File: config.mk
export PLATFORM = sky130hd
export DESIGN_NAME = blink_sequencer
export DESIGN_NICKNAME = d
export VERILOG_FILES = /design/src/rtl/blink_pkg.sv /design/src/rtl/blink_sequencer_phase_counter.sv /design/src/rtl/blink_sequencer.sv
export SDC_FILE = /design/constraint.sdc
export NUM_CORES = 1
export LEC_CHECK = 0
export CAP_MARGIN = 20
export CORE_UTILIZATION = 45
export CTS_BUF_LIST = sky130_fd_sc_hd__clkbuf_4
export DETAILED_ROUTE_END_ITERATION = 12
export GPL_TIMING_DRIVEN = 0
export PLACE_DENSITY = 0.67
export SLEW_MARGIN = 0
export SYNTH_ARGS = -nofsm -noshare
export SYNTH_HDL_FRONTEND = slang
export SYNTH_SLANG_ARGS = --single-unit
File: constraint.sdc
create_clock -name clk -period 2.9 [get_ports clk]
set_clock_uncertainty 0.1 [all_clocks]
set_input_delay 0.29 -clock clk [delete_from_list [all_inputs] [get_ports clk]]
set_output_delay 0.29 -clock clk [all_outputs]
set_load 0.01 [all_outputs]
File: src/rtl/blink_pkg.sv
// Shared definitions for the blink-light sequencer: state encoding and default widths.
package blink_pkg;

    localparam int CNT_W_DEF    = 16;
    localparam int REP_W_DEF    = 8;
    localparam int REPS_FOREVER = 0;

    // 2'd3 is unused; the sequencer treats it as IDLE with the LED off.
    typedef enum logic [1:0] {
        IDLE = 2'd0,
        ON   = 2'd1,
        OFF  = 2'd2
    } state_e;

endpackage

File: src/rtl/blink_sequencer_phase_counter.sv
// Down counter timing one LED phase; flags expiry when the count reads 1.
module phase_counter #(
    parameter int W = 16
) (
    input  logic         clk,
    input  logic         rst,
    input  logic         load,
    input  logic [W-1:0] load_val,
    input  logic         dec,
    output logic         expire
);

    logic [W-1:0] count_q;
    logic [W-1:0] count_d;

    always_comb begin
        count_d = count_q;
        if (load) begin
            count_d = load_val;
        end else if (dec && (count_q != '0)) begin
            count_d = count_q - W'(1);
        end
    end

    always_ff @(posedge clk or posedge rst) begin
        if (rst) begin
            count_q <= '0;
        end else begin
            count_q <= count_d;
        end
    end

    assign expire = (count_q == W'(1));

endmodule

File: src/rtl/blink_sequencer.sv
// Blink-light sequencer: runs on/off LED phases for a finite or continuous
// number of repeats, with registered led/busy/done outputs.
module blink_sequencer
    import blink_pkg::*;
#(
    parameter int CNT_W = CNT_W_DEF,
    parameter int REP_W = REP_W_DEF
) (
    input  logic             clk,
    input  logic             rst,
    input  logic             start,
    input  logic             stop,
    input  logic [CNT_W-1:0] on_len,
    input  logic [CNT_W-1:0] off_len,
    input  logic [REP_W-1:0] reps,
    output logic             led,
    output logic             busy,
    output logic             done
);

    state_e           state_q, state_d;
    logic             led_q, led_d;
    logic             busy_q, busy_d;
    logic             done_q, done_d;
    logic [CNT_W-1:0] eff_on_q, eff_on_d;
    logic [CNT_W-1:0] eff_off_q, eff_off_d;
    logic [REP_W-1:0] rep_q, rep_d;
    logic             forever_q, forever_d;

    logic             phase_load;
    logic [CNT_W-1:0] phase_load_val;
    logic             phase_dec;
    logic             phase_expire;

    // A zero-length phase still lasts one cycle.
    function automatic logic [CNT_W-1:0] eff_len(input logic [CNT_W-1:0] len);
        return (len == '0) ? CNT_W'(1) : len;
    endfunction

    phase_counter #(
        .W (CNT_W)
    ) u_phase_counter (
        .clk      (clk),
        .rst      (rst),
        .load     (phase_load),
        .load_val (phase_load_val),
        .dec      (phase_dec),
        .expire   (phase_expire)
    );

    always_comb begin
        state_d        = state_q;
        led_d          = led_q;
        busy_d         = busy_q;
        done_d         = 1'b0;
        eff_on_d       = eff_on_q;
        eff_off_d      = eff_off_q;
        rep_d          = rep_q;
        forever_d      = forever_q;
        phase_load     = 1'b0;
        phase_load_val = '0;
        phase_dec      = 1'b0;

        case (state_q)
            IDLE: begin
                led_d  = 1'b0;
                busy_d = 1'b0;
                if (start && !stop) begin
                    state_d        = ON;
                    led_d          = 1'b1;
                    busy_d         = 1'b1;
                    eff_on_d       = eff_len(on_len);
                    eff_off_d      = eff_len(off_len);
                    rep_d          = reps;
                    forever_d      = (reps == REP_W'(REPS_FOREVER));
                    phase_load     = 1'b1;
                    phase_load_val = eff_len(on_len);
                end
            end

            ON: begin
                if (stop) begin
                    state_d    = IDLE;
                    led_d      = 1'b0;
                    busy_d     = 1'b0;
                    rep_d      = '0;
                    phase_load = 1'b1;
                end else if (phase_expire) begin
                    state_d        = OFF;
                    led_d          = 1'b0;
                    phase_load     = 1'b1;
                    phase_load_val = eff_off_q;
                end else begin
                    phase_dec = 1'b1;
                end
            end

            OFF: begin
                if (stop) begin
                    state_d    = IDLE;
                    led_d      = 1'b0;
                    busy_d     = 1'b0;
                    rep_d      = '0;
                    phase_load = 1'b1;
                end else if (phase_expire) begin
                    if (forever_q || (rep_q > REP_W'(1))) begin
                        state_d        = ON;
                        led_d          = 1'b1;
                        phase_load     = 1'b1;
                        phase_load_val = eff_on_q;
                        if (!forever_q) begin
                            rep_d = rep_q - REP_W'(1);
                        end
                    end else begin
                        state_d    = IDLE;
                        led_d      = 1'b0;
                        busy_d     = 1'b0;
                        done_d     = 1'b1;
                        rep_d      = '0;
                        phase_load = 1'b1;
                    end
                end else begin
                    phase_dec = 1'b1;
                end
            end

            default: begin
                state_d    = IDLE;
                led_d      = 1'b0;
                busy_d     = 1'b0;
                rep_d      = '0;
                phase_load = 1'b1;
            end
        endcase
    end

    always_ff @(posedge clk or posedge rst) begin
        if (rst) begin
            state_q   <= IDLE;
            led_q     <= 1'b0;
            busy_q    <= 1'b0;
            done_q    <= 1'b0;
            eff_on_q  <= '0;
            eff_off_q <= '0;
            rep_q     <= '0;
            forever_q <= 1'b0;
        end else begin
            state_q   <= state_d;
            led_q     <= led_d;
            busy_q    <= busy_d;
            done_q    <= done_d;
            eff_on_q  <= eff_on_d;
            eff_off_q <= eff_off_d;
            rep_q     <= rep_d;
            forever_q <= forever_d;
        end
    end

    assign led  = led_q;
    assign busy = busy_q;
    assign done = done_q;

endmodule

# Yosys cells after proc, flatten, opt, wreduce, memory -nomap -nowiden
# Index checks and enable logic that the tools add are counted.
[classes]
muxes = 47
add_sub_neg = 2
n_reduce_logical = 16
n_lt_le_gt_ge = 1
n_eq_ne = 9
[ops]
columns = ["cell", "n"]
rows = [
  ["16-bit 2-to-1 mux", 10],
  ["8-bit 2-to-1 mux", 6],
  ["16-bit case mux with 3 select lines", 1],
  ["16-bit logical NOT", 2],
  ["8-bit case mux with 3 select lines", 1],
  ["1-bit 2-to-1 mux", 20],
  ["16-bit by 1-bit equality test with 1-bit output (second input constant)", 1],
  ["16-bit nonzero test", 1],
  ["16-bit by 1-bit subtractor with 16-bit output (second input constant)", 1],
  ["2-bit 2-to-1 mux", 5],
  ["3-bit inequality test (second input constant)", 3],
  ["8-bit by 1-bit greater-than comparator with 1-bit output (second input constant)", 1],
  ["8-bit logical NOT", 1],
  ["8-bit by 1-bit subtractor with 8-bit output (second input constant)", 1],
  ["1-bit case mux with 3 select lines", 2],
  ["2-bit case mux with 3 select lines", 1],
  ["3-bit AND reduction", 2],
  ["2-bit inequality test (second input constant)", 2],
  ["4-bit inequality test (second input constant)", 1],
  ["2-bit AND reduction", 2],
  ["4-bit AND reduction", 1],
  ["2-bit by 1-bit equality test with 1-bit output (second input constant)", 1],
  ["2-bit equality test (second input constant)", 1],
  ["1-bit logical AND", 2],
  ["6 further kinds", 6],
]
[totals]
output_inout_bits = 3
word_cells = 84
reg_bits = 62
in_bits = 44

# Longest topological paths before layout
[logic_depth]
ltp_word = 7
mapped_depth = 10
depth_no_buf = 8

# Modules after synthesis
# A second synthesis with hierarchy kept.
[unflattened]
hier_cells = 405
hier_area_um2 = 3514.6
[modules_own_cells]
columns = ["module", "area_each_um2", "cells_each", "seq_area_each_um2", "n_inst"]
rows = [
  ["blink_sequencer", 2521.2, 297, 1151.1, 1],
  ["phase_counter", 993.5, 108, 400.4, 1],
]

# Worst setup path before layout
# Ideal clock, no wire load.
[synth_timing]
path_type = "register to register"
start = "register u_phase_counter.count_q[0]"
end = "register u_phase_counter.count_q[10]"
arrival_ns = 1.952
n_path_buf = 1
period_less_slack_ns = 2.189
required_time_ns = 2.662
stages_incl_launch_ff = 9
setup_ns = 0.138
slack_ns = 0.711
cell_sequence = "dfrtp_1 inv_1 ha_1 or2_2 a311oi_4 buf_6 nor4b_2 xnor2_1 o32ai_1"
[synth_via]
elab_chain_len = 6
elab_cells_between_ends = 18
cone_classes = "1 x add/sub; 1 x eq/ne; 13 x mux; 3 x reduce/logical"
[synth_lines]
columns = ["item", "line_no", "rtl"]
rows = [
  ["from (decl)", "blink_sequencer_phase_counter.sv:13", "logic [W-1:0] count_q;"],
  ["from (signal assigned)", "blink_sequencer_phase_counter.sv:29", "count_q <= count_d;"],
  ["parallel branches: the longest is 6 deep, another holds 16-bit by 1-bit subtractor with 16-bit output", "n/a", ""],
]
# Parallel ways; which one is timed is not known. The select of a mux whose other input is x is not followed.
# A chain may end at the register's enable or synchronous reset.

# Worst setup path after layout
[layout_timing]
start = "register rep_q[0]"
end = "register u_phase_counter.count_q[10]"
[layout_via]
elab_chain_len = 7
[layout_lines]
columns = ["item", "line_no", "rtl"]
rows = [
  ["from (decl)", "blink_sequencer.sv:27", "logic [REP_W-1:0] rep_q, rep_d;"],
  ["from (signal assigned)", "blink_sequencer.sv:154", "rep_q <= rep_d;"],
  ["8-bit by 1-bit greater-than comparator with 1-bit output", "blink_sequencer.sv:106", "if (forever_q || (rep_q > REP_W'(1))) begin"],
  ["1-bit logical OR", "blink_sequencer.sv:106", ""],
  ["16-bit 2-to-1 mux", "blink_sequencer.sv:106", ""],
  ["16-bit 2-to-1 mux", "blink_sequencer.sv:105", "end else if (phase_expire) begin"],
  ["16-bit 2-to-1 mux", "blink_sequencer.sv:99", "if (stop) begin"],
  ["16-bit case mux with 3 select lines", "blink_sequencer.sv:64", "case (state_q)"],
  ["16-bit 2-to-1 mux", "blink_sequencer_phase_counter.sv:18", "if (load) begin"],
]
# No other way between the ends.

==> flow_summary_export.csv <==
group,metric,value,unit
status,status,"finished clean",
global_routing,grt_use_total,24.9,%
setup_path,path_class,"flip-flop to flip-flop",
placed_design,dp_hpwl,7.15,mm
cts,ctsHoldBuffers,0,
drt,wl_per_cell,16.5,µm
drt,viasPerCell,5.76,
sta,fin_tns_setup,0,ns
cts,cts_root_buf,"clkbuf_4",
synth,syn_inst,421,
pwr,cellLeakagePower,0.00192,µW
drt,postRouteAntennaNets,0,
pwr,internal-power,2160,µW
cells_and_area,final_cell_mix,"119 x nand2_1, 62 x dfrtp_1, 46 x clkdlybuf4s50_1",
cts,cts_buffer_depth,2,
sta,setup_ws,0.291,ns
pwr,swShare,42.6,%
pwr,p_comb_share,44.4,%
cts,clock_latency,0.41,ns
sta,period_needed,2.61,ns
cts,cts_setup_buffers,0,
floorplan,die_h,91.1,µm
placed_design,place_inst,570,
sta,max_slew_margin,57.5,%
synth,synth-seq-cells,62,
synth,syn_nets,474,
placed_design,dp_slack,0.133,ns
drt,dr.first_iter.drc_count,202,
placed_design,place.gp.congestion,0.835,
global_routing,antenna_found_initial,0,
synth,ys_types,57,
cells_and_area,layout.nets,532,
setup_path,cp_data_arrival_time,2.82,ns
cts,post_cts_resized,0,
job,maxCapViolations,0,
setup_path,cp.required,3.12,ns
cells_and_area,stdcell_count,585,
pwr,p_per_area,873,nW/µm²
setup_path,start_kind,"flip-flop",
floorplan,start_util,46.5,%
cells_and_area,insertedDiodeCount,0,
synth,synth.area.top_cells,"dfrtp_1 43%, nand2_1 13%, ha_1 3.2%",
global_routing,grt_overflow,0,
synth,yosysSeqAreaShare,43.4,%
cells_and_area,fin_area,4300,µm²
synth,netlist_area,3570,µm²
synth,synth.avg_cell_area,8.48,µm²
cells_and_area,drive_above_1_share,6.83,%
sta,max_freq,383,MHz
pwr,seqPwrFrac,40.5,%
cts,cts_buffers,9,
drt,first_pass_iters,6,
drt,vias,3368,
cts,cts_sinks,62,
cts,cts_tree,"yes",
synth,synth_top_area_cell,"dfrtp_1",
drt,drc,0,
placed_design,numPortBuffers,46,
pwr,total_power,3760,µW
setup_path,worst-path-max-fanout,10,
synth,synthArstFlopShare,100,%
cells_and_area,final_common_cell,"nand2_1",
floorplan,pin_count,47,
cts,clk_pin_slew,0.11,ns
cts,htree_levels,3,
floorplan,std_cell_rows,32,
sta,hold_viol,0,
cells_and_area,syn2layout_area_growth,20.4,%
pwr,ir_drop,431,µV
pwr,p_switching,1600,µW
global_routing,grt_max_degree,38,
global_routing,grt_pass1_wl,16.1,mm
sta,fin_crit_sh,90.0,%
synth,synth_flop_cell,"dfrtp_1",
floorplan,core,7690,µm²
drt,drt-total-wl,9.66,mm
sta,rsz0062_at_grt,"false",
sta,tightest_slew,0.633,ns
setup_path,end_kind,"flip-flop",
synth,synth_top_area_share,43.4,%
pwr,p_clk_share,15.1,%
sta,setup_viol_count_final,0,
synth,ys_warn_count,0,
hold_path,hold_path.class,"input port to async pin",
floorplan,die_area,8300,µm²
floorplan,die_w,91.1,µm
sta,final_max_slew_viol_count,0,
global_routing,grt_pass1_vias,3202,
synth,synth-edff-count,0,
placed_design,placed_cell_area,4180,µm²
[critical path, cell delays in order, from the launching register on]
cell      delay [ns]
dfrtp_1         0.38
inv_1           0.09
ha_1            0.27
or2_2           0.33
a31oi_1         0.34
clkbuf_1        0.44
a22o_1          0.20
a21boi_0        0.13
o32ai_1         0.24
[path summary, 6_finish.rpt]
check	startpoint	end	slack, ns	depth (start not counted)
max	rep_q[0]$_DFFE_PP0P_	u_phase_counter.count_q[10]$_DFFE_PP0P_	0.29	8
min	rst	rep_q[0]$_DFFE_PP0P_	0.15	2
max reg2reg	rep_q[0]$_DFFE_PP0P_	u_phase_counter.count_q[10]$_DFFE_PP0P_	0.29	8
min reg2reg	eff_off_q[3]$_DFFE_PP0P_	eff_off_q[3]$_DFFE_PP0P_	0.39	2
max in group asynchronous	rst	u_phase_counter.count_q[6]$_DFFE_PP0P_	1.93	3
min in group clk	off_len[6]	eff_off_q[6]$_DFFE_PP0P_	0.33	3
[cell type report]
type,instances,area (µm²)
fillers,727,3390
multi-input cells,326,1870
clock inverters,6,53.8
repair buffers,47,480
well taps,102,128
clock buffers,9,67.6
inverters,11,41.3
plain buffers,22,105
flip-flops and latches,62,1550
[sequential cells by signal, indices dropped and copies added (netlist names)]
name and flops:
eff_off_q 16, forever_q 1, done 1, busy 1, led 1, rep_q 8, state_q 2, eff_on_q 16
u_phase_counter.count_q 16
[cell families after synthesis]
logic type	after synthesis	synth area share (%)
muxes	1	0.280
buffers and inverters	33	4.10
AOI/OAI and AO/OA	108	21.7
adders and majority gates	9	3.15
DFF	62	43.4
and+or+nand+nor	202	25.9
xor gates and xnor gates	6	1.47
[power groups by stage]
| stage | registers, µW | logic (µW) | clock network, µW |
|---|---|---|---|
| floorplan | 1450 | 1240 | 0 |
| global placement | 1520 | 1610 | 0 |
| detailed placement | 1530 | 1650 | 0 |
| CTS | 1510 | 1660 | 577 |
| global route | 1560 | 1880 | 619 |
| finish | 1520 | 1670 | 569 |
[metrics by stage]
step,utilization (%),hold WS [ns]
floorplan,-,0.273
finish,56.0,0.153
CTS,56.0,0.165
detailed placement,54.4,0.367
global route,56.0,0.195
global placement,54.1,0.358
[routing by layer]
metal / routed length (µm) / part of all wire, % / track usage (%)
met5: 0 / 0 / 0
met1: 4510 / 47 / 34.7
met3: 564 / 5.8 / 6.03
met2: 4460 / 46 / 39.0
met4: 128 / 1.3 / 6.35
[synthesized netlist by cell type (4+ instances only)]
library cell	number
xor2_1	4
nor4_1	11
clkbuf_1	12
inv_1	11
a31oi_1	5
nand4_1	4
o21ai_1	16
o21ai_0	11
nor3_1	7
dfrtp_1	62
nand3_1	7
a21boi_0	10
nor2_1	27
nand2_1	119
a41oi_1	4
and3_1	8
ha_1	9
o21a_1	7
o32ai_1	7
a21oi_1	14
buf_1	4
a22o_1	5
a22oi_1	7
Power figures use the tool's default switching activity.
